<file path="src/rtl/morse_key_arbiter.sv">
// Two-key arbiter for the shared morse datapath: grants one key per character,
// releases after a silence gap, alternates on ties and locks out a stuck key.
//   state   | meaning
//   IDLE    | no owner, waiting for a synchronised press
//   GRANT_A | key A owns the datapath, key_out follows A
//   GRANT_B | key B owns the datapath, key_out follows B
//   LOCK_A  | A held past the hold limit, wait for its release
//   LOCK_B  | B held past the hold limit, wait for its release
module morse_key_arbiter #(
  parameter int GAP_CYCLES      = 30_000_000,
  parameter int MAX_HOLD_CYCLES = 300_000_000
) (
  input  logic clk_i,
  input  logic rst_i,
  input  logic btn_a_i,
  input  logic btn_b_i,
  output logic key_out_o,
  output logic grant_a_o,
  output logic grant_b_o,
  output logic char_done_o,
  output logic stuck_err_o
);

  localparam int MAX_T = (GAP_CYCLES > MAX_HOLD_CYCLES) ? GAP_CYCLES : MAX_HOLD_CYCLES;
  localparam int CW    = $clog2(MAX_T + 1);
  localparam logic [CW-1:0] GAP_LAST  = CW'(GAP_CYCLES - 1);
  localparam logic [CW-1:0] HOLD_LAST = CW'(MAX_HOLD_CYCLES - 1);
  localparam logic [CW-1:0] CNT_SAT   = CW'(MAX_T);

  typedef enum logic [2:0] {
    IDLE    = 3'd0,
    GRANT_A = 3'd1,
    GRANT_B = 3'd2,
    LOCK_A  = 3'd3,
    LOCK_B  = 3'd4
  } state_t;

  state_t        state_q, state_d;
  logic [CW-1:0] cnt_q, cnt_d;
  logic          key_q, key_d;
  logic          last_b_q, last_b_d;
  logic          done_q, done_d;
  logic          a_meta_q, a_s_q, b_meta_q, b_s_q;
  logic          own_s;
  logic [CW-1:0] cur;

  always_ff @(posedge clk_i) begin
    if (rst_i) begin
      a_meta_q <= 1'b0;
      a_s_q    <= 1'b0;
      b_meta_q <= 1'b0;
      b_s_q    <= 1'b0;
      state_q  <= IDLE;
      cnt_q    <= '0;
      key_q    <= 1'b0;
      last_b_q <= 1'b1;
      done_q   <= 1'b0;
    end else begin
      a_meta_q <= btn_a_i;
      a_s_q    <= a_meta_q;
      b_meta_q <= btn_b_i;
      b_s_q    <= b_meta_q;
      state_q  <= state_d;
      cnt_q    <= cnt_d;
      key_q    <= key_d;
      last_b_q <= last_b_d;
      done_q   <= done_d;
    end
  end

  // key_q holds the owner's level from the previous cycle, so a level change
  // restarts the run length; cur is the length of the run before this cycle.
  assign own_s = (state_q == GRANT_B) ? b_s_q : a_s_q;
  assign cur   = (own_s == key_q) ? cnt_q : '0;

  always_comb begin
    state_d  = state_q;
    cnt_d    = '0;
    key_d    = 1'b0;
    last_b_d = last_b_q;
    done_d   = 1'b0;
    unique case (state_q)
      IDLE: begin
        if (a_s_q && b_s_q) begin
          state_d = last_b_q ? GRANT_A : GRANT_B;
          key_d   = 1'b1;
        end else if (a_s_q) begin
          state_d = GRANT_A;
          key_d   = 1'b1;
        end else if (b_s_q) begin
          state_d = GRANT_B;
          key_d   = 1'b1;
        end
      end
      GRANT_A, GRANT_B: begin
        key_d = own_s;
        cnt_d = (cur == CNT_SAT) ? cur : cur + 1'b1;
        if (!own_s && cur == GAP_LAST) begin
          state_d  = IDLE;
          done_d   = 1'b1;
          last_b_d = (state_q == GRANT_B);
          key_d    = 1'b0;
          cnt_d    = '0;
        end else if (own_s && cur == HOLD_LAST) begin
          state_d  = (state_q == GRANT_B) ? LOCK_B : LOCK_A;
          last_b_d = (state_q == GRANT_B);
          key_d    = 1'b0;
          cnt_d    = '0;
        end
      end
      LOCK_A: if (!a_s_q) state_d = IDLE;
      LOCK_B: if (!b_s_q) state_d = IDLE;
      default: state_d = IDLE;
    endcase
  end

  assign key_out_o   = key_q;
  assign grant_a_o   = (state_q == GRANT_A);
  assign grant_b_o   = (state_q == GRANT_B);
  assign char_done_o = done_q;
  assign stuck_err_o = (state_q == LOCK_A) || (state_q == LOCK_B);

endmodule

</file>
<file path="config.mk">
export PLATFORM = sky130hd
export DESIGN_NAME = morse_key_arbiter
export DESIGN_NICKNAME = d
export VERILOG_FILES = /design/src/rtl/morse_key_arbiter.sv
export SDC_FILE = /design/constraint.sdc
export NUM_CORES = 1
export LEC_CHECK = 0
export CORE_MARGIN = 1
export CORE_UTILIZATION = 54
export CTS_CLUSTER_SIZE = 8
export DETAILED_ROUTE_END_ITERATION = 12
export PLACE_DENSITY = 0.72
export SETUP_SLACK_MARGIN = 0.4
export SLEW_MARGIN = 20
export SYNTH_ARGS = -nofsm -noshare
export SYNTH_HDL_FRONTEND = slang
export SYNTH_SLANG_ARGS = --single-unit
export TNS_END_PERCENT = 30
</file>
<file path="constraint.sdc">
create_clock -name clk_i -period 2.9 [get_ports clk_i]
set_input_delay 0.58 -clock clk_i [delete_from_list [all_inputs] [get_ports clk_i]]
set_output_delay 0.58 -clock clk_i [all_outputs]
set_load 0.1 [all_outputs]
</file>
==> Yosys cells after proc, flatten, opt, wreduce, memory -nomap -nowiden <==
Cells that the tools add are included.
{ "word_totals": {"inputBits": 4, "elab_cells": 57, "regBits": 39, "out_inout_bits": 5} }
{ "op_classes": {"eq_ne": 12, "mux": 22, "reduce_logical": 12, "addsub": 1, "n_bitwise": 1} }
{ "op_table": {"columns": ["operator", "n"], "rows": [
  ["$eq 29x29->1 const B", 2],
  ["$mux 29", 2],
  ["$add 29x1->29 const B", 1],
  ["$eq 29x25->1 const B", 1],
  ["$mux 3", 8],
  ["$pmux 3 s4", 1],
  ["$mux 1", 9],
  ["$eq 3x2->1 const B", 2],
  ["$ne 2x2->1 const B", 2],
  ["$ne 4x4->1 const B", 1],
  ["$reduce_and 4->1", 1],
  ["$reduce_or 2->1", 2],
  ["$reduce_or 4->1", 1],
  ["$eq 3x1->1 const B", 1],
  ["$eq 3x3->1 const B", 1],
  ["$logic_and 1x1->1", 3],
  ["$logic_not 3->1", 1],
  ["$ne 3x3->1 const B", 1],
  ["$mux 2", 1],
  ["$pmux 1 s2", 1],
  ["$reduce_and 2->1", 1],
  ["$reduce_bool 2->1", 1],
  ["$eq 1x1->1", 1],
  ["$logic_not 1->1", 1],
  ["other kinds (2)", 2]
]} }

==> Longest topological paths before layout <==
{ "depth": {"word_depth": 9, "mapped_depth": 16, "mapped_depth_nobuf": 13} }

==> Worst setup path after synthesis <==
No wires, ideal clock.
{ "synth_timing": {"kind": "flip-flop to flip-flop", "from": "register state_q[0]", "to": "register last_b_q", "setup_time_ns": 0.120, "slack_ns": -0.756, "stages_incl_launch_ff": 5, "n_path_buf": 1, "period_less_slack_ns": 3.656, "t_required_ns": 2.780, "arrival_time_ns": 3.536, "path_cell_list": "dfxtp_1 -> clkbuf_1 -> nor3b_1 -> o211ai_1 -> a211o_1"} }
{ "synth_rtl": {"columns": ["element", "line", "source"], "rows": [
  ["start, declared", "38", "state_t state_q, state_d;"],
  ["start signal, assigned", "63", "state_q <= state_d;"],
  ["$eq 3x1->1", null, null],
  ["net grant_a_o", "18", "output logic grant_a_o,"],
  ["$reduce_or 2->1", "82", "unique case (state_q)"],
  ["$reduce_and 2->1 (no line)", null, null],
  ["end signal, assigned", "66", "last_b_q <= last_b_d;"],
  ["end, declared", "41", "logic last_b_q, last_b_d;"]
]} }
The timed path passes the listed nets, and every way through them passes these cells. The select of a mux whose other input is x is not followed.
A chain may end at the register's enable or synchronous reset.

==> Worst setup path in the final report <==
{ "layout_timing": {"from": "register state_q[2]", "to": "register cnt_q[28]"} }
{ "layout_via": {"elab_chain_len": 7} }
{ "layout_rtl": {"columns": ["element", "line", "source"], "rows": [
  ["parallel branches: the longest is 7 deep, another holds $add 29x1->29", null, null],
  ["end signal, assigned", "64", "cnt_q <= cnt_d;"],
  ["end, declared", "39", "logic [CW-1:0] cnt_q, cnt_d;"]
]} }
Several ways; the timed one is not identified.

==> summary.md <==
| Metric | Value |
|---|---|
| Fill count | 290 |
| CP max FO | 10 |
| Reg2reg end | cnt_q[28]$_SDFF_PP0_ |
| Worst EP arrival | 2.89 ns |
| Crit Path Class | reg2reg |
| Setup violators final | 0 |
| GRT Total Usage | 25.32% |
| Vias per inst | 5.811 |
| DRC viols | 0 |
| Row count | 22 |
| Final Hold Fails | 0 |
| Initial Util | 57.10% |
| Final Max Tran Viols | 0 |
| Clock power share | 28.0% |
| Avg WL per Cell | 15.88 um |
| Worst-case clock buffer depth | 2 |
| Total clock sinks | 39 |
| P&R area growth vs syn | 27.42% |
| Final Cycle Share | 91.83% |
| Fmax | 375.5 MHz |
| Core ar. | 3716 um^2 |
| Post-Syn Area per Cell | 8.008 um^2 |
| Setup crit start kind | flip-flop |
| Die X | 64.69 um |
| Leakage | 0.8800 nW |
| Largest net degree at the start of global routing | 22 |
| Switch share | 34.88% |
| WL final | 5367 um |
| Clock-pin slew on the worst setup and hold paths | 0.08 ns |
| Detailed Routing Iterations Pass 1 | 4 |
| DR iter-0 viols | 116 |
| TritonCTS buffer count | 5 |
| Io pins | 9 |
| Most frequent cells in the layout | 38 x nor2_1, 36 x dfxtp_1, 22 x nand2_1, 20 x buf_4, 18 x nand3_1 |
| Pint | 0.9835 mW |
| Post-Syn Nets | 271 |
| Sequential element share of the synthesized area | 36.79% |
| Total grt overflow | 0 |
| Status | complete, no violations |
| Hold/Removal Path Class | reg2reg |
| Slew headroom | 47.13% |
| R2R setup slack | 0.24 ns |
| Initial antenna violation count | 0 |
| Clock Latency Late Sink | 0.29 ns |
| Tightest Pin Transition | 0.7870 ns |
| Clock Skews | 0.008859 ns |
| Post-CTS Hold Buffers | 0 |
| Finished Core Util | 72.76% |
| Commonest non-fill, non-tap cell in the layout | nor2_1 |
| HPWL after detailed placement | 3463 um |
| Port bufs | 8 |
| Die area | 4184 um^2 |
| Hold Startpoint | a_meta_q$_SDFF_PP0_ |
| Critical R2R Launch | state_q[2]$_SDFFE_PP0P_ |
| Setup TNS | 0 ns |
| Sequential power share | 37.7% |
| RePlAce Congestion | 0.8614 |
| Routed via count | 1964 |
| Die H | 64.69 um |
| Flops & latches, synth | 39 |
| Min-Delay Path Depth | 1 |
| ANT cells | 0 |
| Number of synthesis warnings | 0 |
| Max-cap violation count | 0 |
| Layout cell share with drive strength beyond 1 | 22.41% |
| Post-Syn Area | 2122 um^2 |
| Nets | 295 |
| Ys async rst share | 0% |
| Vias in the first global route | 1668 |
| RSZ-0062 raised after global routing | true |
| Reg2Reg Depth | 14 |
| Yosys cell types | 42 |
| Worst IR Drop VDD | 338.9 uV |
| Root Buffer | clkbuf_8 |
| Logic gate share of total power | 34.3% |
| Switching power | 0.5267 mW |
| Min Tclk post-route | 2.663 ns |
| TritonCTS clock tree | yes |
| P per Cell Area | 558.6 nW/um^2 |
| Synth Flop Type | dfxtp_1 |
| WP data required | 3.12 ns |
| First-pass GRT wire length | 8024 um |
| Antenna viol nets, final | 0 |
| Post-synth EDFFs | 0 |
| H-tree depth | 2 |
| CP endpoint kind | flip-flop |
| Min-Delay Endpoint | a_s_q$_SDFF_PP0_ |
| Syn Inst Count | 265 |
[critical path, stage by stage, from the launching register on]
cell and delay [ns]:
dfxtp_2 0.33, or3b_4 0.43, buf_4 0.18, a21oi_4 0.15
nor2_4 0.07, nand2_4 0.08, inv_1 0.07, ha_4 0.18
nor4b_4 0.13, nand4_1 0.16, nor4_4 0.06, o21ai_2 0.24
nand3_4 0.18, clkbuf_16 0.22, nor2_1 0.13
[what timing repair did]
item / in CTS / in global routing
pin swaps: 6 / 5
gates resized for setup: 10 / 14
cloned: 0 / 2
setup endpoints to repair: 34 / 32
buffers inserted: 1 / 2
[per-stage QoR]
stage | hold WS [ns] | total power [mW] | cells | area, um^2 | worst slack [ns]
CTS | 0.4494 | 1.431 | 334 | 2577 | 0.3446
global route | 0.4577 | 1.572 | 338 | 2704 | 0.1147
global placement | 0.4161 | 0.9837 | 325 | 2407 | 0.1215
floorplan | 0.4138 | 0.8826 | 265 | 2222 | -0.03209
detailed placement | 0.4291 | 0.9888 | 325 | 2407 | 0.04256
finish | 0.4440 | 1.510 | 338 | 2704 | 0.2368
[layer usage]
layer	wire length [um]	up-vias	global-route usage [%]
met5	0	-	0
met4	76	0	8.889
met3	258	8	5.458
met2	2440	58	38.29
met1	2591	924	35.29
li1	-	974	-
[flip-flops by register name (all words and copies together) (netlist names)]
signal,cells
a_meta_q,1
a_s_q,1
b_meta_q,1
b_s_q,1
char_done_o,1
cnt_q,29
key_out_o,1
last_b_q,1
state_q,3
[layout make-up]
class / instances / area [um^2] / area share [%]
Multi-Input combinational cell: 207 / 1441 / 53.31
Clock inverter: 2 / 13.76 / 0.5090
Tap cell: 48 / 60.06 / 2.221
Inverter: 9 / 46.29 / 1.712
Timing Repair Buffer: 27 / 261.5 / 9.671
Sequential cell: 39 / 787.0 / 29.11
Clock buffer: 6 / 93.84 / 3.471
[how the worst max path moves through the flow]
| stage | start | slack (ns) | endpoint | cells past startpoint |
|---|---|---|---|---|
| 3_5_place_dp | state_q[0]$_SDFFE_PP0P_ | 0.04 | last_b_q$_SDFFE_PP1P_ | 13 |
| 4_1_cts | state_q[2]$_SDFFE_PP0P_ | 0.34 | last_b_q$_SDFFE_PP1P_ | 11 |
| 3_3_place_gp | state_q[0]$_SDFFE_PP0P_ | 0.12 | last_b_q$_SDFFE_PP1P_ | 13 |
| 6_report | state_q[2]$_SDFFE_PP0P_ | 0.24 | cnt_q[28]$_SDFF_PP0_ | 14 |
| 2_1_floorplan | state_q[1]$_SDFFE_PP0P_ | -0.03 | state_q[1]$_SDFFE_PP0P_ | 15 |
| 5_1_grt | state_q[2]$_SDFFE_PP0P_ | 0.11 | last_b_q$_SDFFE_PP1P_ | 13 |
[kinds of logic after synthesis]
kind of cell	after synthesis	share of synthesized area, %
AOI/OAI and AO/OA	19	5.955
xor gates and xnor gates	28	11.56
adders and majority gates	2	1.179
buffers and inverters	19	3.597
DFF	39	36.79
muxes	3	1.474
and+or+nand+nor	155	39.45
[synthesized netlist by cell type (4+ instances only)]
library cell | n | area (um^2)
and3_1 | 4 | 25.02
clkbuf_1 | 7 | 26.28
dfxtp_1 | 39 | 780.8
inv_1 | 8 | 30.03
nand2_1 | 24 | 90.09
nand2b_1 | 7 | 43.79
nand3_1 | 19 | 95.09
nand4_1 | 10 | 62.56
nor2_1 | 44 | 165.2
nor2b_1 | 7 | 43.79
nor3_1 | 7 | 35.03
nor4_1 | 7 | 43.79
nor4b_1 | 8 | 70.07
xnor2_1 | 15 | 131.4
xor2_1 | 13 | 113.9
[power by group through the flow]
stage                     clock network [mW]  logic, mW  registers (mW)
after floorplan                            0      0.289           0.593
after global placement                     0      0.403           0.580
after detailed placement                   0      0.408           0.581
after CTS                              0.429      0.434           0.568
after global routing                   0.456      0.544           0.572
final                                  0.423      0.518           0.569
No activity file was read; power rests on OpenSTA's default activity.
